===== config.mk =====
export PLATFORM = sky130hd
export DESIGN_NAME = fetch_unit
export DESIGN_NICKNAME = d
export VERILOG_FILES = /design/src/rtl/fetch_unit_pkg.sv /design/src/rtl/fetch_unit_next_pc_sel.sv /design/src/rtl/fetch_unit.sv
export SDC_FILE = /design/constraint.sdc
export NUM_CORES = 1
export LEC_CHECK = 0
export CORE_MARGIN = 5
export CORE_UTILIZATION = 47
export CTS_BUF_LIST = sky130_fd_sc_hd__clkbuf_16
export DETAILED_ROUTE_END_ITERATION = 8
export GPL_TIMING_DRIVEN = 1
export PLACE_DENSITY = 0.95
export SETUP_SLACK_MARGIN = 0.2
export SLEW_MARGIN = 20
export SYNTH_ARGS = -nofsm -noshare
export SYNTH_HDL_FRONTEND = slang
export SYNTH_HIERARCHICAL = 1
export SYNTH_SLANG_ARGS = --single-unit

===== constraint.sdc =====
create_clock -name clk -period 4.17 [get_ports clk]
set_input_delay 1.0425 -clock clk [delete_from_list [all_inputs] [get_ports clk]]
set_output_delay 1.0425 -clock clk [all_outputs]
set_load 0.01 [all_outputs]

===== src/rtl/fetch_unit_pkg.sv =====
// Shared definitions for the instruction-fetch stage: FSM encoding and reset constants.
package fetch_unit_pkg;

  typedef enum logic [1:0] {
    FETCH = 2'd0,
    WAIT  = 2'd1,
    VALID = 2'd2,
    FAULT = 2'd3
  } fetch_state_e;

  localparam logic [31:0] NOP_INSTR        = 32'h0000_0013;
  localparam logic [31:0] DEFAULT_RESET_PC = 32'h0000_0000;

endpackage


===== src/rtl/fetch_unit_next_pc_sel.sv =====
// Next-PC selection from controller redirect decisions, with alignment check.
// Purely combinational so a pipelined fetch can reuse it unchanged.
module next_pc_sel #(
  parameter int XLEN = 32
) (
  input  logic [XLEN-1:0] instr_pc,
  input  logic            pc_src,
  input  logic            jalr,
  input  logic [XLEN-1:0] pc_target,
  input  logic [XLEN-1:0] alu_result,
  output logic [XLEN-1:0] next_pc,
  output logic            misaligned
);

  // jalr wins over pc_src because the controller raises both for jalr
  always_comb begin
    next_pc = instr_pc + XLEN'(4);
    if (jalr) begin
      next_pc = alu_result & ~XLEN'(1);
    end else if (pc_src) begin
      next_pc = pc_target;
    end
  end

  assign misaligned = |next_pc[1:0];

endmodule


===== src/rtl/fetch_unit.sv =====
// Instruction-fetch stage: owns the PC, fetches from variable-latency memory and
// hands one instruction at a time to decode through a valid/ready handshake.
module fetch_unit
  import fetch_unit_pkg::*;
#(
  parameter int              XLEN     = 32,
  parameter logic [XLEN-1:0] RESET_PC = XLEN'(DEFAULT_RESET_PC)
) (
  input  logic            clk,
  input  logic            reset,
  output logic            imem_req,
  output logic [XLEN-1:0] imem_addr,
  input  logic [31:0]     imem_rdata,
  input  logic            imem_rvalid,
  output logic [31:0]     instr,
  output logic [XLEN-1:0] instr_pc,
  output logic [XLEN-1:0] instr_pc_plus4,
  output logic            instr_valid,
  input  logic            instr_ready,
  input  logic            pc_src,
  input  logic            jalr,
  input  logic [XLEN-1:0] pc_target,
  input  logic [XLEN-1:0] alu_result,
  output logic            fault,
  output logic [XLEN-1:0] fault_pc
);

  fetch_state_e    state, state_nxt;
  logic [XLEN-1:0] pc_p0;
  logic [31:0]     instr_p1;
  logic [XLEN-1:0] instr_pc_p1;
  logic            vld_p1;
  logic [XLEN-1:0] fault_pc_r;
  logic [XLEN-1:0] sel_pc;
  logic            sel_mis;
  logic            accept;

  next_pc_sel #(.XLEN(XLEN)) u_next_pc_sel (
    .instr_pc   (instr_pc_p1),
    .pc_src     (pc_src),
    .jalr       (jalr),
    .pc_target  (pc_target),
    .alu_result (alu_result),
    .next_pc    (sel_pc),
    .misaligned (sel_mis)
  );

  assign accept = (state == VALID) && instr_ready;

  always_comb begin
    state_nxt = state;
    imem_req  = 1'b0;
    vld_p1    = 1'b0;
    fault     = 1'b0;
    case (state)
      FETCH: begin
        imem_req  = !reset;
        state_nxt = WAIT;
      end
      WAIT: begin
        if (imem_rvalid) state_nxt = VALID;
      end
      VALID: begin
        vld_p1 = 1'b1;
        if (instr_ready) state_nxt = sel_mis ? FAULT : FETCH;
      end
      FAULT: begin
        fault     = 1'b1;
        state_nxt = FAULT;
      end
      default: state_nxt = FETCH;
    endcase
  end

  // p0 -> p1: memory response registered into the decode-facing instruction slot
  always_ff @(posedge clk) begin
    if (reset) begin
      state       <= FETCH;
      pc_p0       <= RESET_PC;
      instr_p1    <= NOP_INSTR;
      instr_pc_p1 <= RESET_PC;
      fault_pc_r  <= '0;
    end else begin
      state <= state_nxt;
      if (state == WAIT && imem_rvalid) begin
        instr_p1    <= imem_rdata;
        instr_pc_p1 <= pc_p0;
      end
      // a misaligned redirect freezes pc and records the bad target instead
      if (accept) begin
        if (sel_mis) fault_pc_r <= sel_pc;
        else         pc_p0      <= sel_pc;
      end
    end
  end

  assign imem_addr      = pc_p0;
  assign instr          = instr_p1;
  assign instr_pc       = instr_pc_p1;
  assign instr_pc_plus4 = instr_pc_p1 + XLEN'(4);
  assign instr_valid    = vld_p1;
  assign fault_pc       = fault_pc_r;

endmodule


==> out/qor.txt <==
status: finished, final reports clean
LEAKAGE: 0.00337 uW
Layout area overhead: 53.0%
Worst Setup Start Kind: flip-flop
root buf cell: clkbuf_16
critical path fanouts, max: 11
Post-DRT Antenna Nets: 0
fin area: 9710 um^2
Slew HR: 43.6%
die outline height: 126 um
I/O Pins: 265
Vias/cell: 5.51
Synth cell types: 49
CP required: 3.13 ns
max-cap viol count: 0
die width: 126 um
number of flops mapped to enable cells by yosys: 0
largest net degree at the start of global routing: 67
Clock Latency Late Sink: 0.41 ns
pwr dens: 328 nW/um^2
TritonCTS clock tree: yes
CTS sink cnt: 130
cells along the critical path: ha_1 > and3_1 > nand4_2 > nor3_1 > xor2_1 > clkdlybuf4s50_1
Crit path largest cell delay: 0.56 ns
GP Congestion: 0.870
first-pass GRT wire length: 36,200 um
Final period util: 88.6%
Tightest Hold Check Type: reg2reg
DR DRC count: 0
#FFs+latches synth: 130
drt wl/cell: 18.4 um
syn nets: 962
commonest non-fill, non-tap cell in the layout: nand2_1
final setup fails: 0
share of cells above drive strength 1: 6.47%
post-synthesis sequential area ratio: 41.0%
placed instance area: 9090 um^2
highest clock rate: 0.271 GHz
clk_skew: 0.0125 ns
final-stage net count: 1,203
maximum clock path buffer count: 2
GRT overflow: 0
# fillers: 966
initial core utilization: 47.9%
critical path class: reg2out
YS warnings: 6
initial antenna violation count: 3
Gate Count Post-Synth: 858
starting DRC count in detailed routing: 632
Final Slew Violations: 0
CTS resizes: 0
most frequent cells in the layout: nand2_1 (297), clkdlybuf4s50_1 (262), a21oi_1 (134)
vias in the first global route: 6,805
DR vias: 7,108
GR Util All Layers: 28.4%
Setup crit end kind: output pin
Die Area: 15,900 um^2
Worst-path clk slew: 0.06 ns
IO Port Bufs: 263
total wire length: 23,700 um
CP max-delay cell: dfxtp_1
Netlist Area Pre-Place: 6350 um^2
maximum vdd drop: 0.000297 V
CP arrival: 2.65 ns
Post-synth top flop: dfxtp_1
fin crit period: 3.69 ns
Post-CTS Hold Buffers: 0
async set-reset flop share out of synthesis: 0%
CTS buffer count: 17
Syn Area/Cell: 7.40 um^2
DR pass1 iterations: 5
Final TNS setup: 0 ns
Post-DP HPWL: 17,300 um
FP Rows: 42
RSZ-0062 raised after global routing: no
buffer count from post-CTS setup fixing: 0
Core Region: 13,200 um^2
Final Hold Viols: 0
Worst-Margin Slew: 0.843 ns
number of H-tree levels: 4
## Yosys cell counts (4+ instances only)
cell	count	share of area, %
nand2_1	297	18
a21oi_1	134	11
dfxtp_1	130	41
clkbuf_1	28	1.7
xnor2_1	28	3.9
buf_2	23	1.8
xor2_1	22	3.0
o21ai_0	21	1.7
nand3_1	20	1.6
nor3_1	17	1.3
nor2_1	16	0.95
nand4_1	13	1.3
a22oi_1	11	1.3
inv_1	9	0.53
and4_1	8	1.1
mux2i_1	7	1.1
and3_1	6	0.59
o21ai_1	6	0.47
nand2b_1	5	0.49
o22ai_1	5	0.49
nor4_1	4	0.39
o21a_1	4	0.47
## logic make-up (layout without fill, tap and decap cells)
group	Yosys count	in the layout	synth area share (%)
flip-flops	130	130	41.0
AO/OA/AOI/OAI	189	189	16.1
XOR/XNOR	50	50	6.90
buffers and inverters	67	321	4.59
multiplexers	8	8	1.28
AND/OR/NAND/NOR	412	412	29.7
adder cells (fa/ha/maj)	2	2	0.394
other	0	2	0
## registers in the layout, indices dropped and copies added (netlist names)
| register | flops |
|---|---|
| instr | 32 |
| instr_pc | 32 |
| fault_pc | 32 |
| state | 2 |
| imem_addr | 32 |
## through the flow
stage	setup WS, ns	std cells	total power (uW)	hold slack [ns]	utilization [%]
final	0.477	1290	3190	0.453	73.3
after detailed placement	0.764	1256	1660	0.445	68.6
after floorplan	1.19	858	1450	0.481	-
after global placement	0.837	1256	1650	0.440	68.6
after CTS	0.448	1288	3190	0.453	73.3
after global routing	0.249	1290	3280	0.469	73.3
## final cells by class
type | instances | area [um^2] | area share, %
repair buffers | 279 | 2760 | 28.5
diodes | 2 | 5.00 | 0.0515
inverters | 10 | 37.5 | 0.387
flip-flops and latches | 130 | 2600 | 26.8
clock buffers | 17 | 425 | 4.38
multi-input cells | 661 | 3470 | 35.7
well taps | 176 | 220 | 2.27
clock inverters | 15 | 190 | 1.96
## metal layers
layer | up-vias | global-route usage [%] | wire, um | share of wire (%)
met3 | 63 | 7.45 | 2170 | 9.2
met5 | - | 0 | 13 | 0.055
li1 | 3382 | - | - | -
met2 | 374 | 46.0 | 11200 | 47
met1 | 3287 | 35.6 | 9270 | 39
met4 | 2 | 12.6 | 1010 | 4.2
## where the power goes
part / internal, uW / switching, uW
clock network: 996 / 550
registers: 1270 / 17.7
logic: 175 / 177
total: 2440 / 745
## critical path, delay by kind of cell (launching register included)
family	cells	cell delay, ns
simple gates	3	0.65
xor+xnor	1	0.18
flops	1	0.56
buf+inv	1	0.56
fa+ha+maj	1	0.29
## path summary, 6_finish.rpt
| kind | from | slack, ns | cells past startpoint | to |
|---|---|---|---|---|
| min reg2reg | instr[31] | 0.45 | 2 | instr[31] |
| max | instr_pc[2] | 0.48 | 6 | instr_pc_plus4[26] |
| max reg2reg | instr_pc[4] | 1.40 | 7 | imem_addr[29] |
| min | instr[31] | 0.45 | 2 | instr[31] |
Note: power is estimated with default switching activity, not from simulation.
==> edit 1, RTL diff (config.mk and constraints unchanged) <==
Re-encode `fetch_state_e` (4 states) as one-hot, 4 bits wide.
--- a/src/rtl/fetch_unit_pkg.sv
+++ b/src/rtl/fetch_unit_pkg.sv
@@ -3,7 +3,7 @@
 
-  typedef enum logic [1:0] {
-    FETCH = 2'd0,
-    WAIT  = 2'd1,
-    VALID = 2'd2,
-    FAULT = 2'd3
+  typedef enum logic [3:0] {
+    FETCH = 4'b0001,
+    WAIT  = 4'b0010,
+    VALID = 4'b0100,
+    FAULT = 4'b1000
   } fetch_state_e;
Formal check against the unedited RTL: same outputs for any inputs over 10 cycles, from zero or initial values and one cycle with reset high; not proved beyond that.
==> edit 1 against the unedited design <==
Routed wire length rose by 3.2%. Count of clock-buffer cells in the layout unchanged. Non-clock buffer count up 6. Sequential power about the same. Total power shrank 3.5%. Sequential cell count rose by 2. Area after synthesis up 3.6%. Worst setup slack got worse by 0.13 ns. Cell area up 2.4%. Cell count up 1.8%. Sequential share of layout area decreased by 0.22 points. Synthesized cell count rose by 1.6%. Critical path type unchanged. Highest routed layer unchanged.
==> edit 1: results (changes against the unedited design) <==
{
  "outcome": "finished clean",
  "timing.hold.ws": {"value": 0.454, "unit": "ns", "change": "+0.00119 ns"},
  "crit_path_end": "instr_pc_plus4[31]",
  "power.ir.vdd_worst": {"value": 257, "unit": "µV", "change": "-14%"},
  "arrival": {"value": 2.78, "unit": "ns", "change": "+0.13 ns"},
  "number_of_global_route_vias_before_repair": {"value": 7127, "change": "+4.7%"},
  "vias": {"value": 7397, "change": "+4.1%"},
  "syn-num-nets": {"value": 976, "change": "+1.5%"},
  "fin_nets": {"value": 1224, "change": "+1.7%"},
  "ys_top_cells_by_count": "sky130_fd_sc_hd__nand2_1 (293), sky130_fd_sc_hd__dfxtp_1 (132), sky130_fd_sc_hd__a21oi_1 (104), sky130_fd_sc_hd__clkbuf_1 (36), sky130_fd_sc_hd__a21oi_2 (30)",
  "global_route.usage.met2": {"value": 0.468, "change": "+0.00726"},
  "wire_per_inst": {"value": 18.6, "unit": "µm", "change": "+1.4%"},
  "critical_path.max_fanout": {"value": 10, "change": "-1"},
  "worst_skew": {"value": 0.00820, "unit": "ns", "change": "-0.00428 ns"},
  "critical_path.reg2reg.startpoint": "instr_pc[5]",
  "m1WireLength": {"value": 9440, "unit": "µm", "change": "+1.8%"},
  "global_route.usage.met1": {"value": 0.346, "change": "-0.00989"},
  "post-dp-hpwl": {"value": 17500, "unit": "µm", "change": "+0.79%"},
  "detailroute.wirelength.met2": {"value": 11500, "unit": "µm", "change": "+2.3%"},
  "pre_cts_slack": {"value": 0.587, "unit": "ns", "change": "-0.178 ns"},
  "slew-limit-headroom": {"value": 0.329, "change": "-0.107"},
  "placed_cell_area": {"value": 9330, "unit": "µm²", "change": "+2.7%"},
  "gpl.final_weighted_congestion": {"value": 0.871, "change": "about the same"},
  "grt_pass1_wl": {"value": 37300, "unit": "µm", "change": "+3.1%"},
  "netSwitchingPower": {"value": 803, "unit": "µW", "change": "+7.7%"},
  "regArea": {"value": 2640, "unit": "µm²", "change": "+1.6%"},
  "timing.reg2reg.setup_slack": {"value": 1.43, "unit": "ns", "change": "+0.03 ns"},
  "synth.yosys.seq_area_share": {"value": 0.402, "change": "-0.00834"},
  "grt.met3_usage": {"value": 0.0938, "change": "+0.0192"},
  "groute.usage.overall": {"value": 0.288, "change": "+0.00348"},
  "syn-mean-instance-area": {"value": 7.54, "unit": "µm²", "change": "+2.0%"}
}
-- edit 1: cell type report --
class                           count  share of cell area
Multi-Input combinational cell    667               0.363
Timing Repair Buffer              285               0.282
Sequential cell                   132               0.266
Clock buffer                       17              0.0428
Tap cell                          180              0.0227
Clock inverter                     15              0.0164
Inverter                           17             0.00654
-- edit 1: repair_timing --
action	CTS	global route
pin swaps	0	1
buffers inserted	0	1
gates resized for setup	0	3
setup endpoints to repair	1	9
-- edit 1: tightest hold or removal path, stage by stage, from the launching register on --
cell and delay, ns:
sky130_fd_sc_hd__dfxtp_1 0.31, sky130_fd_sc_hd__nand2_1 0.05, sky130_fd_sc_hd__a21oi_1 0.05
-- edit 1: cell families after synthesis --
kind of cell / count (synthesis) / synth area share
buffers and inverters: 73 / 0.0513
adders and majority gates: 2 / 0.00380
AOI/OAI and AO/OA: 192 / 0.176
xor gates and xnor gates: 50 / 0.0666
and+or+nand+nor: 415 / 0.289
DFF: 132 / 0.402
muxes: 8 / 0.0124
==> edit 2, RTL diff (same flow settings) <==
Made on the original files. `XLEN` is set to 32 in 2 places; all go to 64.
--- a/src/rtl/fetch_unit_next_pc_sel.sv
+++ b/src/rtl/fetch_unit_next_pc_sel.sv
@@ -3,3 +3,3 @@
 module next_pc_sel #(
-  parameter int XLEN = 32
+  parameter int XLEN = 64
 ) (
--- a/src/rtl/fetch_unit.sv
+++ b/src/rtl/fetch_unit.sv
@@ -5,3 +5,3 @@
 #(
-  parameter int              XLEN     = 32,
+  parameter int              XLEN     = 64,
   parameter logic [XLEN-1:0] RESET_PC = XLEN'(DEFAULT_RESET_PC)
Interface: changed (6 resized); port bits go from 265 to 457. No check against the original RTL was run, so the function may have changed too.
==> edit 2 against the unedited design <==
Routed wire length increased by 120%. Worst setup slack worse by 0.23 ns. Area after synthesis rose by 82%. Cell area grew 81%. Hold slack about the same. Fmax fell by 5.8%. Clock power rose by 29%. Die area up 75%. Sequential cell count increased by 96. First-iteration DRC count grew to 2.6 times the old value. Total power up 50%.
==> edit 2: results (changes against the unedited design) <==
{
  "layout.clock.cell_area_share": {"value": 0.0402, "change": "-0.0232"},
  "crit_path_start": "instr_pc[52]",
  "slowest_delay": {"value": 0.59, "unit": "ns", "change": "+0.03 ns"},
  "regArea": {"value": 4540, "unit": "µm²", "change": "+74%"},
  "non_clock_buffer_area_share": {"value": 0.295, "change": "+0.0109"},
  "numCtsBuffers": {"value": 25, "change": "+8"},
  "grt.met3_usage": {"value": 0.107, "change": "+0.0326"},
  "number_of_global_route_vias_before_repair": {"value": 14000, "change": "+110%"},
  "fraction_of_standard_cell_area_in_multi_input_logic": {"value": 0.379, "change": "+0.0221"},
  "worst_skew": {"value": 0.0164, "unit": "ns", "change": "+0.00390 ns"},
  "syn-num-nets": {"value": 1735, "change": "+80%"},
  "global_route.usage.met2": {"value": 0.579, "change": "+0.118"},
  "outcome": "finished clean",
  "fin_nets": {"value": 2192, "change": "+82%"},
  "detailroute.wirelength.met2": {"value": 24500, "unit": "µm", "change": "+120%"},
  "reg_to_reg_critical_path_endpoint": "fault_pc[46]",
  "detailedRoute.firstIterationViolations": {"value": 1664, "change": "+160%"},
  "clock_path_buffers": {"value": 3, "change": "+1"},
  "start_point_of_the_worst_min_delay_path": "fault_pc[18]",
  "power.ir.vdd_worst": {"value": 306, "unit": "µV", "change": "+2.9%"},
  "routed_wl": {"value": 51800, "unit": "µm", "change": "+120%"},
  "post-dp-hpwl": {"value": 36900, "unit": "µm", "change": "+110%"},
  "seq_power_share": {"value": 0.463, "change": "+0.059"},
  "cts-htree-levels": {"value": 1, "change": "-3"},
  "whs_endpoint": "fault_pc[18]",
  "pre_cts_slack": {"value": 0.382, "unit": "ns", "change": "-0.382 ns"},
  "wl_met3": {"value": 6180, "unit": "µm", "change": "+180%"},
  "internal_power": {"value": 3540, "unit": "µW", "change": "+45%"},
  "n_fill_cell": {"value": 1678, "change": "+74%"},
  "gpl.final_weighted_congestion": {"value": 0.924, "change": "+6.2%"},
  "antenna_cells": {"value": 4, "change": "+2"},
  "placement.io_buffers": {"value": 455, "change": "+73%"},
  "clock-sinks": {"value": 226, "change": "+74%"},
  "multi_input_cells": {"value": 1223, "change": "+85%"},
  "total_leakage_power": {"value": 0.00635, "unit": "µW", "change": "+89%"},
  "m1WireLength": {"value": 17900, "unit": "µm", "change": "+93%"},
  "adder_cell_share_of_the_synthesized_area": {"value": 0.00216, "change": "-0.00178"},
  "synth_xor_area_frac": {"value": 0.0878, "change": "+0.0188"}
}
==> edit 2: cell types whose count changed after synthesis, moves of 13 or more <==
cell and delta:
sky130_fd_sc_hd__dfxtp_1 +96, sky130_fd_sc_hd__nand3_1 +29, sky130_fd_sc_hd__a22oi_1 +17, sky130_fd_sc_hd__nor2_1 +18, sky130_fd_sc_hd__o21ai_0 +24, sky130_fd_sc_hd__clkbuf_1 +51
sky130_fd_sc_hd__buf_2 -19, sky130_fd_sc_hd__xnor2_1 +53, sky130_fd_sc_hd__xor2_1 +13, sky130_fd_sc_hd__nand2_1 +222, sky130_fd_sc_hd__a21oi_1 +104, sky130_fd_sc_hd__nand4_1 +15
==> edit 2: repair_timing <==
| action | 4_1_cts | 5_1_grt |
|---|---|---|
| pin swaps | 3 | 2 |
| buffers inserted | 4 | 3 |
| resized for setup | 28 | 28 |
| setup endpoints to repair | 40 | 31 |
==> edit 2: how the worst max path moves through the flow <==
stage | endpoint | depth (start not counted)
after detailed placement | instr_pc_plus4[59] | 6
after CTS | instr_pc_plus4[56] | 8
after floorplan | imem_addr[0] | 10
after global routing | instr_pc_plus4[61] | 6
after global placement | instr_pc_plus4[58] | 8
final | instr_pc_plus4[61] | 7
==> edit 2: through the flow <==
step | hold slack [ns] | total power (µW) | area, µm² | cells | util
3_3_place_gp | 0.441 | 2800 | 16700 | 2314 | 0.686
3_5_place_dp | 0.446 | 2820 | 16700 | 2314 | 0.686
4_1_cts | 0.454 | 4790 | 17500 | 2360 | 0.718
5_1_grt | 0.474 | 4940 | 17600 | 2367 | 0.723
2_1_floorplan | 0.481 | 2490 | 11600 | 1567 | -
6_report | 0.453 | 4780 | 17600 | 2367 | 0.723
